## src/rtl/ha_array_pkg.sv

```systemverilog
// Shared widths, row record and row-value helper for the approximate
// half-adder partial-product array and its downstream accumulator.
package ha_array_pkg;

  localparam int ROW_B_W   = 7;
  localparam int ROW_T_W   = 9;
  localparam int ROW_W     = 10;
  localparam int PAIR_W    = 13;
  localparam int PROD_W    = 16;
  localparam int N_ROWS    = 4;
  localparam int ROW_SHIFT = 2;

  typedef struct packed {
    logic [ROW_B_W-1:0] b;
    logic [ROW_T_W-1:0] t;
  } ha_row_t;

  // Carry bits sit two places above the sum bits within a row.
  function automatic logic [ROW_W-1:0] row_value(input ha_row_t row);
    row_value = ROW_W'(row.t) + (ROW_W'(row.b) << ROW_SHIFT);
  endfunction

endpackage

```

## src/rtl/ha_array_rows_accum_pipe_pipe_slot.sv

```systemverilog
// One valid/ready pipeline slot: data register, full flag and the
// accept/drain logic that lets it refill in the same cycle it empties.
module pipe_slot #(
  parameter int W = 8
) (
  input  logic         clk,
  input  logic         rst,
  input  logic         in_valid,
  output logic         in_ready,
  input  logic [W-1:0] in_data,
  output logic         out_valid,
  input  logic         out_ready,
  output logic [W-1:0] out_data
);

  logic         full_q, full_d;
  logic [W-1:0] data_q, data_d;
  logic         accept;

  assign in_ready  = !full_q | out_ready;
  assign accept    = in_valid & in_ready;
  assign out_valid = full_q;
  assign out_data  = data_q;

  always_comb begin
    full_d = full_q;
    data_d = data_q;
    if (accept) begin
      full_d = 1'b1;
      data_d = in_data;
    end else if (out_ready) begin
      full_d = 1'b0;
    end
  end

  always_ff @(posedge clk or posedge rst) begin
    if (rst) begin
      full_q <= 1'b0;
      data_q <= '0;
    end else begin
      full_q <= full_d;
      data_q <= data_d;
    end
  end

endmodule

```

## src/rtl/ha_array_rows_accum_pipe.sv

```systemverilog
// Sums the four weighted half-adder rows into the 16-bit product over two
// valid/ready stages, carrying a sideband tag with each operand set.
module ha_array_rows_accum_pipe
  import ha_array_pkg::*;
#(
  parameter int TAG_W = 4
) (
  input  logic               clk,
  input  logic               rst,
  input  logic               in_valid,
  output logic               in_ready,
  input  logic [TAG_W-1:0]   in_tag,
  input  logic [ROW_B_W-1:0] row0_b,
  input  logic [ROW_T_W-1:0] row0_t,
  input  logic [ROW_B_W-1:0] row1_b,
  input  logic [ROW_T_W-1:0] row1_t,
  input  logic [ROW_B_W-1:0] row2_b,
  input  logic [ROW_T_W-1:0] row2_t,
  input  logic [ROW_B_W-1:0] row3_b,
  input  logic [ROW_T_W-1:0] row3_t,
  output logic               out_valid,
  input  logic               out_ready,
  output logic [PROD_W-1:0]  out_prod,
  output logic [TAG_W-1:0]   out_tag,
  output logic               out_ovf
);

  localparam int S1_W  = TAG_W + 2 * PAIR_W;
  localparam int SUM_W = PROD_W + 1;
  localparam int S2_W  = TAG_W + SUM_W;

  logic [ROW_W-1:0]  r0_p0, r1_p0, r2_p0, r3_p0;
  logic [PAIR_W-1:0] p01_p0, p23_p0;
  logic [S1_W-1:0]   s1_in_p0, s1_data_p1;
  logic              vld_p1, s2_ready_p1;

  logic [PAIR_W-1:0] p01_p1, p23_p1;
  logic [TAG_W-1:0]  tag_p1;
  logic [SUM_W-1:0]  sum_p1;
  logic [S2_W-1:0]   s2_in_p1, s2_data_p2;
  logic              vld_p2;

  // Stage 1: pair adjacent rows; odd row of each pair weighs 4x.
  assign r0_p0    = row_value('{b: row0_b, t: row0_t});
  assign r1_p0    = row_value('{b: row1_b, t: row1_t});
  assign r2_p0    = row_value('{b: row2_b, t: row2_t});
  assign r3_p0    = row_value('{b: row3_b, t: row3_t});
  assign p01_p0   = PAIR_W'(r0_p0) + (PAIR_W'(r1_p0) << ROW_SHIFT);
  assign p23_p0   = PAIR_W'(r2_p0) + (PAIR_W'(r3_p0) << ROW_SHIFT);
  assign s1_in_p0 = {in_tag, p01_p0, p23_p0};

  pipe_slot #(.W(S1_W)) u_s1 (
    .clk       (clk),
    .rst       (rst),
    .in_valid  (in_valid),
    .in_ready  (in_ready),
    .in_data   (s1_in_p0),
    .out_valid (vld_p1),
    .out_ready (s2_ready_p1),
    .out_data  (s1_data_p1)
  );

  // Stage 2: upper pair sits 16x above the lower pair; bit 16 flags wrap.
  assign {tag_p1, p01_p1, p23_p1} = s1_data_p1;
  assign sum_p1   = SUM_W'(p01_p1) + (SUM_W'(p23_p1) << (2 * ROW_SHIFT));
  assign s2_in_p1 = {tag_p1, sum_p1};

  pipe_slot #(.W(S2_W)) u_s2 (
    .clk       (clk),
    .rst       (rst),
    .in_valid  (vld_p1),
    .in_ready  (s2_ready_p1),
    .in_data   (s2_in_p1),
    .out_valid (vld_p2),
    .out_ready (out_ready),
    .out_data  (s2_data_p2)
  );

  assign out_valid = vld_p2;
  assign {out_tag, out_ovf, out_prod} = s2_data_p2;

endmodule

```

## config.mk

```make
export PLATFORM = sky130hd
export DESIGN_NAME = ha_array_rows_accum_pipe
export DESIGN_NICKNAME = d
export VERILOG_FILES = /design/src/rtl/ha_array_pkg.sv /design/src/rtl/ha_array_rows_accum_pipe_pipe_slot.sv /design/src/rtl/ha_array_rows_accum_pipe.sv
export SDC_FILE = /design/constraint.sdc
export NUM_CORES = 1
export LEC_CHECK = 0
export BUFFER_PORTS_ARGS = -buffer_cell sky130_fd_sc_hd__clkbuf_2
export CORE_ASPECT_RATIO = 0.6
export CORE_MARGIN = 2
export CORE_UTILIZATION = 57
export CTS_BUF_LIST = sky130_fd_sc_hd__clkbuf_2
export CTS_CLUSTER_SIZE = 40
export DETAILED_ROUTE_END_ITERATION = 8
export PLACE_DENSITY = 0.91
export SLEW_MARGIN = 10
export SYNTH_ARGS = -nofsm -noshare
export SYNTH_HDL_FRONTEND = slang
export SYNTH_HIERARCHICAL = 1
export SYNTH_SLANG_ARGS = --single-unit
```

## constraint.sdc

```tcl
create_clock -name clk -period 2.63 [get_ports clk]
set_input_delay 0.526 -clock clk [delete_from_list [all_inputs] [get_ports clk]]
set_output_delay 0.526 -clock clk [all_outputs]
set_load 0.02 [all_outputs]
```

After elaboration in Yosys (flattened, before gate mapping)

Index checks and enable logic that the tools add are counted.

Flip-flop bits (word level): 53

Add/sub/neg operators: 7
Muxes and demuxes: 4
Bitwise logic cells: 4
Reductions and logical operators: 4

Operators with widths:

| kind                                      | number |
|---|---|
| 9-bit by 9-bit adder with 10-bit output   | 4 |
| 10-bit by 12-bit adder with 13-bit output | 2 |
| 13-bit by 17-bit adder with 17-bit output | 1 |
| 1-bit 2-to-1 mux                          | 4 |
| 2-bit nonzero test                        | 2 |
| 1-bit AND                                 | 2 |
| 1-bit zero test                           | 2 |
| 1-bit OR                                  | 2 |

Depth between registers and ports, before layout

Gate-level depths: netlist of run 1.

Depth after elaboration: 5
Gate-level depth with buffers: 14
Gate-level depth less buffers: 14

By module

Netlist of run 1, hierarchy kept.

Modules (own cells, without submodules):

| module                   | instances | cells an instance | area an instance (um^2) | seq. area each (um^2) |
|---|---|---|---|---|
| ha_array_rows_accum_pipe | 1         | 228               | 1,938.1                 | 0.0 |
| pipe_slot at u_s1        | 1         | 68                | 1,322.5                 | 775.7 |
| pipe_slot at u_s2        | 1         | 49                | 938.4                   | 550.5 |

Least setup slack after synthesis of run 1

Ideal clock, no wire load.

Kind: in2reg
Start point: input port row3_b[0]
End point: register u_s1.data_q[11] (netlist: u_s1/out_data[11])
Setup time: 125 ps
Arrival time: 3,214 ps
Required time: 2,505 ps
Setup slack: -710 ps
Stages on the path: 14
Cell sequence: ha_1 > inv_1 > fa_1 > nand2b_2 > or2b_1 > a21oi_1 > xnor2_1 > fa_1 > ha_1 > o21a_1 > o31a_1 > o21bai_1 > xor2_1 > mux2_4

Longest elaborated chain between the ends: 2

RTL lines:

| what                                      | RTL line                                 | RTL |
|---|---|---|
| from (decl)                               | ha_array_rows_accum_pipe.sv:19           | `input logic [ROW_B_W-1:0] row3_b,` |
| 9-bit by 9-bit adder with 10-bit output   | ha_array_pkg.sv:20                       | `row_value = ROW_W'(row.t) + (ROW_W'(row.b) << ROW_SHIFT);` |
| 10-bit by 12-bit adder with 13-bit output | ha_array_rows_accum_pipe.sv:49           | `assign p23_p0 = PAIR_W'(r2_p0) + (PAIR_W'(r3_p0) << ROW_SHIFT);` |
| named net p23_p0[11]                      | ha_array_rows_accum_pipe.sv:33           | `logic [PAIR_W-1:0] p01_p0, p23_p0;` |
| to (signal assigned)                      | ha_array_rows_accum_pipe_pipe_slot.sv:42 | `data_q <= data_d;` |
| to (decl)                                 | ha_array_rows_accum_pipe_pipe_slot.sv:17 | `logic [W-1:0] data_q, data_d;` |

The timed path passes the listed nets, and every way through them passes these cells.
A chain may end at the register's enable or synchronous reset.

Worst setup path in the final report of run 1

Ends and elaborated chain as after synthesis.

==> results of run 1 <==
timing repair:
item,CTS,global route
resized for setup,19,23
endpoints found under the setup margin,10,11
pin swaps,20,15
buffers inserted,2,3
registers in the layout (all words and copies together), names as in the netlist:
register and flops:
u_s1/out_valid 1, u_s2/out_data 21, u_s1/out_data 30, u_s2/out_valid 1
synth_stat cells, types with 2 or more instances:
master,count
a2111oi_2,2
a211oi_1,4
a211oi_2,2
a21boi_0,3
a21o_1,6
a21oi_1,16
buf_12,5
dfrtp_1,53
fa_1,19
ha_1,37
inv_1,30
mux2_4,50
nand2_1,5
nand2_4,2
nand2b_1,8
nand2b_4,2
nand3_1,2
nor2_1,21
nor3b_1,2
o21a_1,7
o21ai_0,10
o21ai_1,3
o21bai_1,3
o31a_1,3
or2b_1,3
xnor2_1,16
xor2_1,11
per-layer routing:
layer  up-vias  wire length (µm)  track usage
li1       1485                 -            -
met1      1492              4340        0.327
met2        97              4420        0.383
met3        10               421       0.0321
met4         0                87       0.0335
met5         -                 0            0
power groups by stage:
stage	Sequential, W	Combinational (W)	Clock, W
floorplan	0.00147	0.00202	0
global placement	0.00135	0.00279	0
detailed placement	0.00138	0.00294	0
CTS	0.00135	0.00308	0.000334
global route	0.00140	0.00347	0.000367
finish	0.00136	0.00322	0.000328
critical path, delay by kind of cell:
family                     cells  cell delay [ns]
AOI/OAI and AO/OA              4             0.78
xor gates and xnor gates       2             0.21
adders and majority gates      4             1.22
buffers and inverters          3             0.25
muxes                          1             0.28
cell families after synthesis:
kind of cell / Yosys count / share of synthesized area
mux: 51 / 0.181
buf+inv: 35 / 0.0507
fa+ha+maj: 56 / 0.201
simple gates: 53 / 0.0724
xor+xnor: 27 / 0.0563
compound gates: 70 / 0.122
flops: 53 / 0.316
per-stage QoR:
stage / hold slack [ns] / TNS [ns] / power [W] / instances / worst slack, ns
floorplan: 0.477 / -4.04 / 0.00349 / 345 / -0.577
global placement: 0.485 / -7.53 / 0.00414 / 566 / -0.737
detailed placement: 0.500 / -8.97 / 0.00431 / 566 / -0.826
CTS: 0.0971 / -1.61 / 0.00477 / 576 / -0.255
global route: 0.0851 / -2.27 / 0.00524 / 578 / -0.358
finish: 0.0977 / -1.83 / 0.00491 / 578 / -0.280
path summary, 6_finish.rpt:
| path | start | cells after the start | to |
|---|---|---|---|
| hold reg to reg | u_s1/out_data[13] | 1 | u_s2/out_data[0] |
| hold / removal | rst | 3 | u_s1/out_data[28] |
| setup reg to reg | u_s1/out_data[0] | 9 | u_s2/out_data[12] |
| max in group asynchronous | rst | 2 | u_s2/out_data[9] |
| setup / recovery | row3_b[0] | 14 | u_s1/out_data[11] |
| min in group clk | row0_t[1] | 2 | u_s1/out_data[14] |
cell type report:
class	instances	area share
Multi-Input combinational cell	257	0.550
Timing Repair Buffer	139	0.158
Clock inverter	2	0.00252
Sequential cell	53	0.243
Tap cell	91	0.0208
Clock buffer	6	0.00550
Inverter	30	0.0206
==> flow_summary_export.csv, run 1 <==
group,metric,value,unit
floorplan,dieArea,0.00809,mm²
final_layout,mostFrequentLayoutCell,"clkbuf_2",
logic_synthesis,synth_nets,473,
logic_synthesis,number_of_warnings_printed_during_yosys_synthesis,6,
clock_tree,clock_tree.root_cell,"clkbuf_2",
clock_tree,cts_tree,"done",
logic_synthesis,yosysSeqAreaShare,0.316,
timing,max_clock_freq,0.344,GHz
power,irDropWorstVdd,0.400,mV
logic_synthesis,synth_edf_count,0,
detailed_routing,vias,3084,
detailed_routing,drcViolationCount,0,
critical_path,worst_setup_path_start_kind,"primary input",
status,violations,"negative setup slack",
timing,post-route-period-util,1.11,
critical_path,timing.critical_path.to_type,"flop",
detailed_routing,initialDrtViolationCount,145,
grt,first_global_vias,3106,
power,comb_power_share,0.656,
final_layout,layout_common_cells,"94 x clkbuf_2, 53 x dfrtp_1, 50 x mux2_4",
final_layout,stdcell_area,0.00546,mm²
final_layout,fillerInstances,459,
logic_synthesis,synthesis.area,0.00420,mm²
final_layout,area_of_combinational_cells_with_multiple_inputs,0.00300,mm²
detailed_routing,drt-wirelength-per-cell,16.0,µm
critical_path,timing.critical_path.slowest_stage_cell,"fa_1",
detailed_routing,drt-vias-per-instance,5.34,
floorplan,core.rowCount,24,
timing,final_setup_skew,0.0160,ns
critical_path,cp_common_cell,"ha_4",
timing,worstMarginPinSlew,0.822,ns
timing,unrepaired_setup_endpoints_after_global_routing,"yes",
floorplan,area_inside_the_core_boundary,0.00721,mm²
power,clock_power_frac,0.067,
logic_synthesis,post_synth.cell_area_avg,12.2,µm²
timing,final_period_minus_worst_setup_slack,2.91,ns
detailed_routing,detail-route-antenna-nets,0,
power,pwr_density_cell,898,mW/mm²
status,outcome,"finished, violations left",
timing,report.final.hold_viol_count,0,
logic_synthesis,post_synthesis_cell_count,345,
grt,grt.overflow.total,0,
placement,place.port_buffers,94,
logic_synthesis,yosys_reg_bits,53,
clock_tree,hold_buffers,0,
flow_run,maxCapViolations,0,
final_layout,layout-drive-gt1-share,0.540,
logic_synthesis,synth_top_area_share,0.316,
placement,dpl_cell_area,0.00515,mm²
final_layout,antennaDiodeCount,0,
final_layout,p_r_area_growth_vs_syn,30.1,%
power,net_switching,0.00197,W
floorplan,initial_cell_density_of_the_core,0.583,
critical_path,cpPeakStageDelay,0.54,ns
grt,antenna_found_initial,0,
power,share_seq_of_total_power,0.277,
critical_path,ff2ff_setup_slack,0.39,ns
hold_path,worst_hold_path_type,"primary input to asynchronous set/reset pin",
clock_tree,clk-insertion-delay-late,0.44,ns
timing,final.setup.worst_slack,-0.280,ns
critical_path,critPathKind,"primary input to flop",
logic_synthesis,yosys_most_used_dff,"dfrtp_1",
logic_synthesis,most_area_consuming_cells_after_synthesis,"dfrtp_1 32%, mux2_4 18%, ha_1 11%",
timing,timing.max_slew.rel_slack,0.452,
timing,setup-violations-final,9,
power,power.share.switching,0.401,
clock_tree,cts_buffer_depth,2,
floorplan,num_io_pins,95,
grt,pin_count_of_the_biggest_net_entering_global_routing,32,
clock_tree,clkSinkCount,53,
clock_tree,clock_tree.htree_level_count,2,
critical_path,critical_path_data_arrival_time,3.28,ns
final_layout,nNetsFinal,614,
grt,track_usage,0.229,
floorplan,die-width,115,µm
power,power.static_leakage,2.75,nW
logic_synthesis,ys_async_sr_fraction,1.00,
placement,gp_congestion,0.857,
critical_path,cp_cell_sequence,"buf_8, ha_4, inv_2, fa_2, buf_4, xnor2_2, fa_1, ha_4, o21a_1, a21boi_4, o31a_1, o21bai_1, xor2_1, mux2_4",
final_layout,final_util,0.758,
grt,wire_length_of_the_first_global_routing_pass,14.9,mm
final_layout,seqCellArea,0.00133,mm²
clock_tree,cts_buffers,5,
critical_path,required_worst_endpoint,3.00,ns
detailed_routing,drt_pass1_iterations,4,
placement,dp_hpwl,7.19,mm
clock_tree,clk_transition_reported_paths,0.26,ns
power,internal_power,0.00294,W
logic_synthesis,leading_area_contributor_after_synthesis,"dfrtp_1",
timing,slew_violations,0,
logic_synthesis,yosys.cell_types.count,47,
floorplan,die_h,70.5,µm
detailed_routing,totalWireLength,9.27,mm
critical_path,timing.critical_path.fanout_max,2,
Note: power is estimated with default switching activity, not from simulation.
==> run 2: changes to the inputs <==
CORE_UTILIZATION = 51   (was 57)
MAX_ROUTING_LAYER = met4   (was default)
PLACE_DENSITY = 0.86   (was 0.91)
clock period = 2.45 ns   (was 2.63 ns; I/O delays follow)
==> run 2 against run 1 <==
  * The run still ends with negative setup slack left
  * Routed wire length is 2.0% lower
  * Clock power is 39% higher
  * Combinational power is 8.4% higher
  * Register-to-register slack worse by 0.30 ns
  * Cell count is 3.3% higher
  * Highest routed layer unchanged
  * Critical path depth is 1 higher
  * Clock skew is 0.010 ns higher
  * Largest power group unchanged
  * Via count is 0.97% lower
  * Die area is 11% higher
==> flow_summary_export.csv, run 2 (synthesis gave the netlist of run 1 again) <==
group,metric,value,unit
timing,report.final.hold_viol_count,0,
final_layout,layout-drive-gt1-share,0.536,
final_layout,p_r_area_growth_vs_syn,31.5,%
status,outcome,"finished, violations left",
critical_path,critPathKind,"primary input to flop",
detailed_routing,vias,3054,
clock_tree,cts_buffer_depth,2,
final_layout,antennaDiodeCount,0,
floorplan,num_io_pins,95,
clock_tree,clock_tree.root_cell,"clkbuf_2",
timing,final_setup_skew,0.0260,ns
placement,dp_hpwl,7.05,mm
timing,final.setup.worst_slack,-0.435,ns
grt,wire_length_of_the_first_global_routing_pass,14.0,mm
timing,unrepaired_setup_endpoints_after_global_routing,"yes",
detailed_routing,detail-route-antenna-nets,0,
grt,grt.overflow.total,0,
critical_path,launch_instance_of_the_worst_register_to_register_path,"u_s1/out_data[0]",
final_layout,nNetsFinal,616,
critical_path,timing.critical_path.to_type,"flop",
critical_path,reg2reg_to,"u_s2/out_data[16]",
clock_tree,hold_buffers,0,
floorplan,die_h,74.3,µm
placement,place.port_buffers,94,
critical_path,ff2ff_setup_slack,0.09,ns
hold_path,worst_hold_path_type,"primary input to asynchronous set/reset pin",
timing,slew_violations,0,
final_layout,mostFrequentLayoutCell,"clkbuf_2",
critical_path,worst_setup_path_start_kind,"primary input",
detailed_routing,drcViolationCount,0,
floorplan,die-width,121,µm
flow_run,maxCapViolations,0,
floorplan,area_inside_the_core_boundary,0.00795,mm²
detailed_routing,totalWireLength,9.09,mm
grt,pin_count_of_the_biggest_net_entering_global_routing,32,
timing,worstMarginPinSlew,0.812,ns
timing,final_period_minus_worst_setup_slack,2.88,ns
detailed_routing,drt-wirelength-per-cell,15.2,µm
clock_tree,clock_tree.htree_level_count,2,
critical_path,worst-r2r-cell-count,9,
critical_path,critical_path_data_arrival_time,3.25,ns
status,violations,"negative setup slack",
clock_tree,clk-insertion-delay-late,0.46,ns
detailed_routing,drt_pass1_iterations,5,
grt,antenna_found_initial,0,
clock_tree,clk_transition_reported_paths,0.28,ns
final_layout,largest_register_ff_count,30,
timing,finalSetupTns,-3.70,ns
placement,placed_cells,580,
floorplan,dieArea,0.00900,mm²
power,pwr_density_cell,978,mW/mm²
final_layout,fin_cells,597,
floorplan,core.rowCount,25,
detailed_routing,initialDrtViolationCount,107,
placement,gp_congestion,0.825,
timing,post-route-period-util,1.18,
critical_path,required_worst_endpoint,2.82,ns
critical_path,timing.critical_path.fanout_max,2,
power,irDropWorstVdd,0.412,mV
grt,track_usage,0.203,
grt,first_global_vias,3013,
timing,timing.max_slew.rel_slack,0.458,
clock_tree,cts_buffers,5,
final_layout,layout_common_cells,"93 x clkbuf_2, 53 x dfrtp_1, 50 x mux2_4",
power,power.static_leakage,2.76,nW
timing,max_clock_freq,0.347,GHz
clock_tree,clkSinkCount,53,
clock_tree,cts_tree,"done",
detailed_routing,drt-vias-per-instance,5.12,
floorplan,initial_cell_density_of_the_core,0.529,
timing,setup-violations-final,11,
[run 2: changes by cell type in the layout (fill, tap and decap cells not counted), sizes merged]
| cell | delta |
|---|---|
| bufinv | +1 |
| buf | +1 |
[run 2: worst max path at each step]
stage                    from           endpoint  slack (ns)  depth (start not counted)
CTS                 row3_b[0]  u_s1/out_data[11]       -0.40                         15
global placement    row3_b[0]  u_s1/out_data[11]       -0.88                         15
global route        row1_b[0]  u_s1/out_data[24]       -0.51                         15
detailed placement  row3_b[0]  u_s1/out_data[11]        -1.0                         15
floorplan           row3_b[0]  u_s1/out_data[11]       -0.72                         14
finish              row3_b[0]  u_s1/out_data[11]       -0.43                         15
[run 2: cell type report]
| class | instances | area, µm² |
|---|---|---|
| multi-input combinational | 257 | 2980 |
| fill | 582 | 2420 |
| sequential | 53 | 1330 |
| timing repair buffer | 141 | 893 |
| tap | 108 | 135 |
| inverter | 30 | 113 |
| clock inverter | 3 | 43.8 |
| clock buffer | 5 | 25.0 |
[run 2: per-stage QoR]
stage | area, µm² | total power [W] | utilization | setup slack [ns] | hold WS, ns
global placement | 5150 | 0.00446 | 0.648 | -0.878 | 0.485
floorplan | 4360 | 0.00374 | - | -0.721 | 0.477
global route | 5520 | 0.00575 | 0.695 | -0.511 | 0.0554
detailed placement | 5150 | 0.00463 | 0.648 | -0.999 | 0.493
CTS | 5350 | 0.00521 | 0.673 | -0.402 | 0.0498
finish | 5520 | 0.00540 | 0.695 | -0.435 | 0.0403
[run 2: report_power, final]
part	switching, W	internal, W	total (W)
registers	0.000249	0.00121	0.00146
clock network	0.000280	0.000175	0.000455
logic	0.00159	0.00190	0.00349
total	0.00212	0.00328	0.00540
[run 2: routing by layer]
layer,part of all wire,GRT usage,vias up
met5,0,-,-
met4,0.014,0.0511,0
met3,0.053,0.0314,22
met2,0.46,0.329,117
met1,0.47,0.271,1424
li1,-,-,1491
[run 2: timing repair]
item | in CTS | in global routing
resized for setup | 16 | 25
setup endpoints to repair | 11 | 13
setup buffers | 3 | 7
pin swaps | 22 | 18
gates cloned | 0 | 0
[run 2: worst max-delay path, cell delays in order]
cell and delay [ns]:
buf_8 0.10, ha_4 0.15, inv_2 0.05, fa_2 0.20
nand2b_4 0.12, or2b_1 0.23, a21oi_2 0.16, xnor2_2 0.14
fa_1 0.48, ha_4 0.27, o21a_1 0.19, o31a_1 0.12
o21bai_1 0.18, xor2_1 0.09, mux2_4 0.27
==> run 3: changes to the inputs <==
REMOVE_ABC_BUFFERS = 1   (was default)
==> run 3 against run 2 <==
  * The flow still finishes with violations (negative setup slack)
  * Core utilization shrank 0.35 points
  * Sequential power is essentially flat
  * Power shrank 1.7%
  * Design area shrank 0.50%
  * Non-clock buffer count shrank 1
  * Worst hold slack gained 0.21 ns
  * Global-route usage grew 0.45 points
  * Worst setup slack lost 0.022 ns
  * Sequential share of layout area grew 0.12 points
  * Via count grew 0.98%
==> flow_summary_export.csv, run 3 (synthesis gave the netlist of run 1 again) <==
group,metric,value,unit
final_layout,fillerInstances,558,
grt,wire_length_of_the_first_global_routing_pass,14.3,mm
floorplan,num_io_pins,95,
floorplan,dieArea,0.00900,mm²
critical_path,ff2ff_setup_slack,0.16,ns
clock_tree,cts_buffers,5,
final_layout,final_util,0.691,
clock_tree,cts_buffer_depth,2,
detailed_routing,drt-vias-per-instance,5.17,
critical_path,required_worst_endpoint,2.79,ns
detailed_routing,drt_pass1_iterations,4,
timing,slew_violations,0,
flow_run,maxCapViolations,0,
final_layout,area_of_combinational_cells_with_multiple_inputs,0.00297,mm²
grt,antenna_found_initial,0,
detailed_routing,drt-wirelength-per-cell,15.3,µm
timing,final_setup_skew,0.0216,ns
placement,dpl_cell_area,0.00498,mm²
timing,unrepaired_setup_endpoints_after_global_routing,"yes",
final_layout,seqCellArea,0.00133,mm²
critical_path,timing.critical_path.fanout_max,2,
grt,grt.overflow.total,0,
floorplan,area_inside_the_core_boundary,0.00795,mm²
floorplan,initial_cell_density_of_the_core,0.529,
status,violations,"negative setup slack",
timing,report.final.hold_viol_count,0,
power,pwr_density_cell,966,mW/mm²
placement,dp_hpwl,6.77,mm
grt,pin_count_of_the_biggest_net_entering_global_routing,31,
final_layout,antennaDiodeCount,0,
final_layout,p_r_area_growth_vs_syn,30.8,%
clock_tree,cts_tree,"done",
timing,setup-violations-final,12,
final_layout,layout-drive-gt1-share,0.518,
final_layout,layout_common_cells,"95 x clkbuf_2, 53 x dfrtp_1, 50 x mux2_4",
critical_path,timing.critical_path.slowest_stage_cell,"fa_1",
critical_path,cp_cell_sequence,"buf_6, ha_4, inv_2, fa_2, nand2b_4, or2b_1, a21oi_2, xnor2_2, fa_1, ha_4, o21a_1, o31a_1, o21bai_1, xor2_1, mux2_4",
critical_path,critical_path_data_arrival_time,3.25,ns
clock_tree,clk_transition_reported_paths,0.26,ns
detailed_routing,detail-route-antenna-nets,0,
power,irDropWorstVdd,0.408,mV
placement,placed_cells,579,
detailed_routing,drcViolationCount,0,
floorplan,core.rowCount,25,
timing,final.setup.worst_slack,-0.456,ns
detailed_routing,totalWireLength,9.11,mm
timing,worstMarginPinSlew,0.819,ns
critical_path,cpPeakStageDelay,0.47,ns
grt,first_global_vias,3060,
clock_tree,clock_tree.root_cell,"clkbuf_2",
floorplan,die-width,121,µm
power,design_power_total,0.00530,W
final_layout,stdcell_area,0.00549,mm²
clock_tree,clk-insertion-delay-late,0.44,ns
final_layout,nNetsFinal,615,
timing,post-route-period-util,1.19,
timing,final_period_minus_worst_setup_slack,2.91,ns
critical_path,cp_common_cell,"ha_4",
timing,timing.max_slew.rel_slack,0.453,
final_layout,largest_register_ff_count,30,
placement,gp_congestion,0.795,
floorplan,die_h,74.3,µm
detailed_routing,initialDrtViolationCount,174,
critical_path,worst_setup_path_start_kind,"primary input",
clock_tree,clock_tree.htree_level_count,2,
power,power.static_leakage,2.78,nW
placement,place.port_buffers,94,
grt,track_usage,0.207,
detailed_routing,vias,3084,
critical_path,timing.critical_path.to_type,"flop",
timing,max_clock_freq,0.344,GHz
hold_path,worst_hold_path_type,"primary input to flop",
clock_tree,clkSinkCount,53,
final_layout,mostFrequentLayoutCell,"clkbuf_2",
status,outcome,"finished, violations left",
placement,preCtsSetupSlack,-1.11,ns
critical_path,critPathKind,"primary input to flop",
final_layout,fin_cells,596,
[run 3: cell types whose count changed in the layout (fill, tap and decap cells not counted), sizes merged]
cell,delta
clkbuf,+2
inv,-1
buf,-3
dlygate4sd3,+1
[run 3: layer usage]
layer,track usage,share of wire,vias up
met5,-,0,-
met4,0.0383,0.011,0
met3,0.0276,0.042,12
met2,0.352,0.49,100
met1,0.273,0.46,1488
li1,-,-,1484
[run 3: worst paths after layout]
kind | end | cells after the start | from
max in group asynchronous | u_s2/out_data[14] | 3 | rst
min reg2reg | u_s2/out_data[3] | 1 | u_s2/out_data[3]
min in group asynchronous | u_s1/out_data[26] | 3 | rst
max reg2reg | u_s2/out_data[16] | 9 | u_s1/out_data[17]
min | u_s1/out_data[26] | 2 | in_tag[0]
max | u_s1/out_data[11] | 15 | row3_b[0]
[run 3: report_power, final]
group	total, W	switching (W)	internal [W]	leakage (nW)
clock	0.000445	0.000266	0.000179	0.0432
sequential	0.00145	0.000240	0.00121	0.623
combinational	0.00341	0.00154	0.00187	2.11
total	0.00530	0.00205	0.00326	2.78
[run 3: critical path: cells and delay by family]
| family | cells | cell delay (ns) |
|---|---|---|
| adders and majority gates | 4 | 1.10 |
| AOI/OAI and AO/OA | 4 | 0.64 |
| and+or+nand+nor | 2 | 0.37 |
| muxes | 1 | 0.28 |
| xor gates and xnor gates | 2 | 0.22 |
| buffers and inverters | 2 | 0.15 |
[run 3: timing repair]
action,in CTS,in global routing
endpoints found under the setup margin,12,14
pin swaps,30,21
gates resized for setup,42,28
hold endpoints to repair,3,0
setup buffers,5,6
hold buffers,1,0
[run 3: cell type report]
type                            count  share of cell area
Tap cell                          108              0.0246
Inverter                           30              0.0205
Sequential cell                    53               0.241
Multi-Input combinational cell    257               0.540
Clock inverter                      2             0.00706
Clock buffer                        6             0.00547
Timing Repair Buffer              140               0.161
[run 3: per-stage QoR]
step,setup TNS [ns],hold slack [ns]
floorplan,-7.76,0.477
global placement,-11.03,0.374
detailed placement,-12.32,0.363
CTS,-3.53,0.228
global route,-3.73,0.210
finish,-3.49,0.255
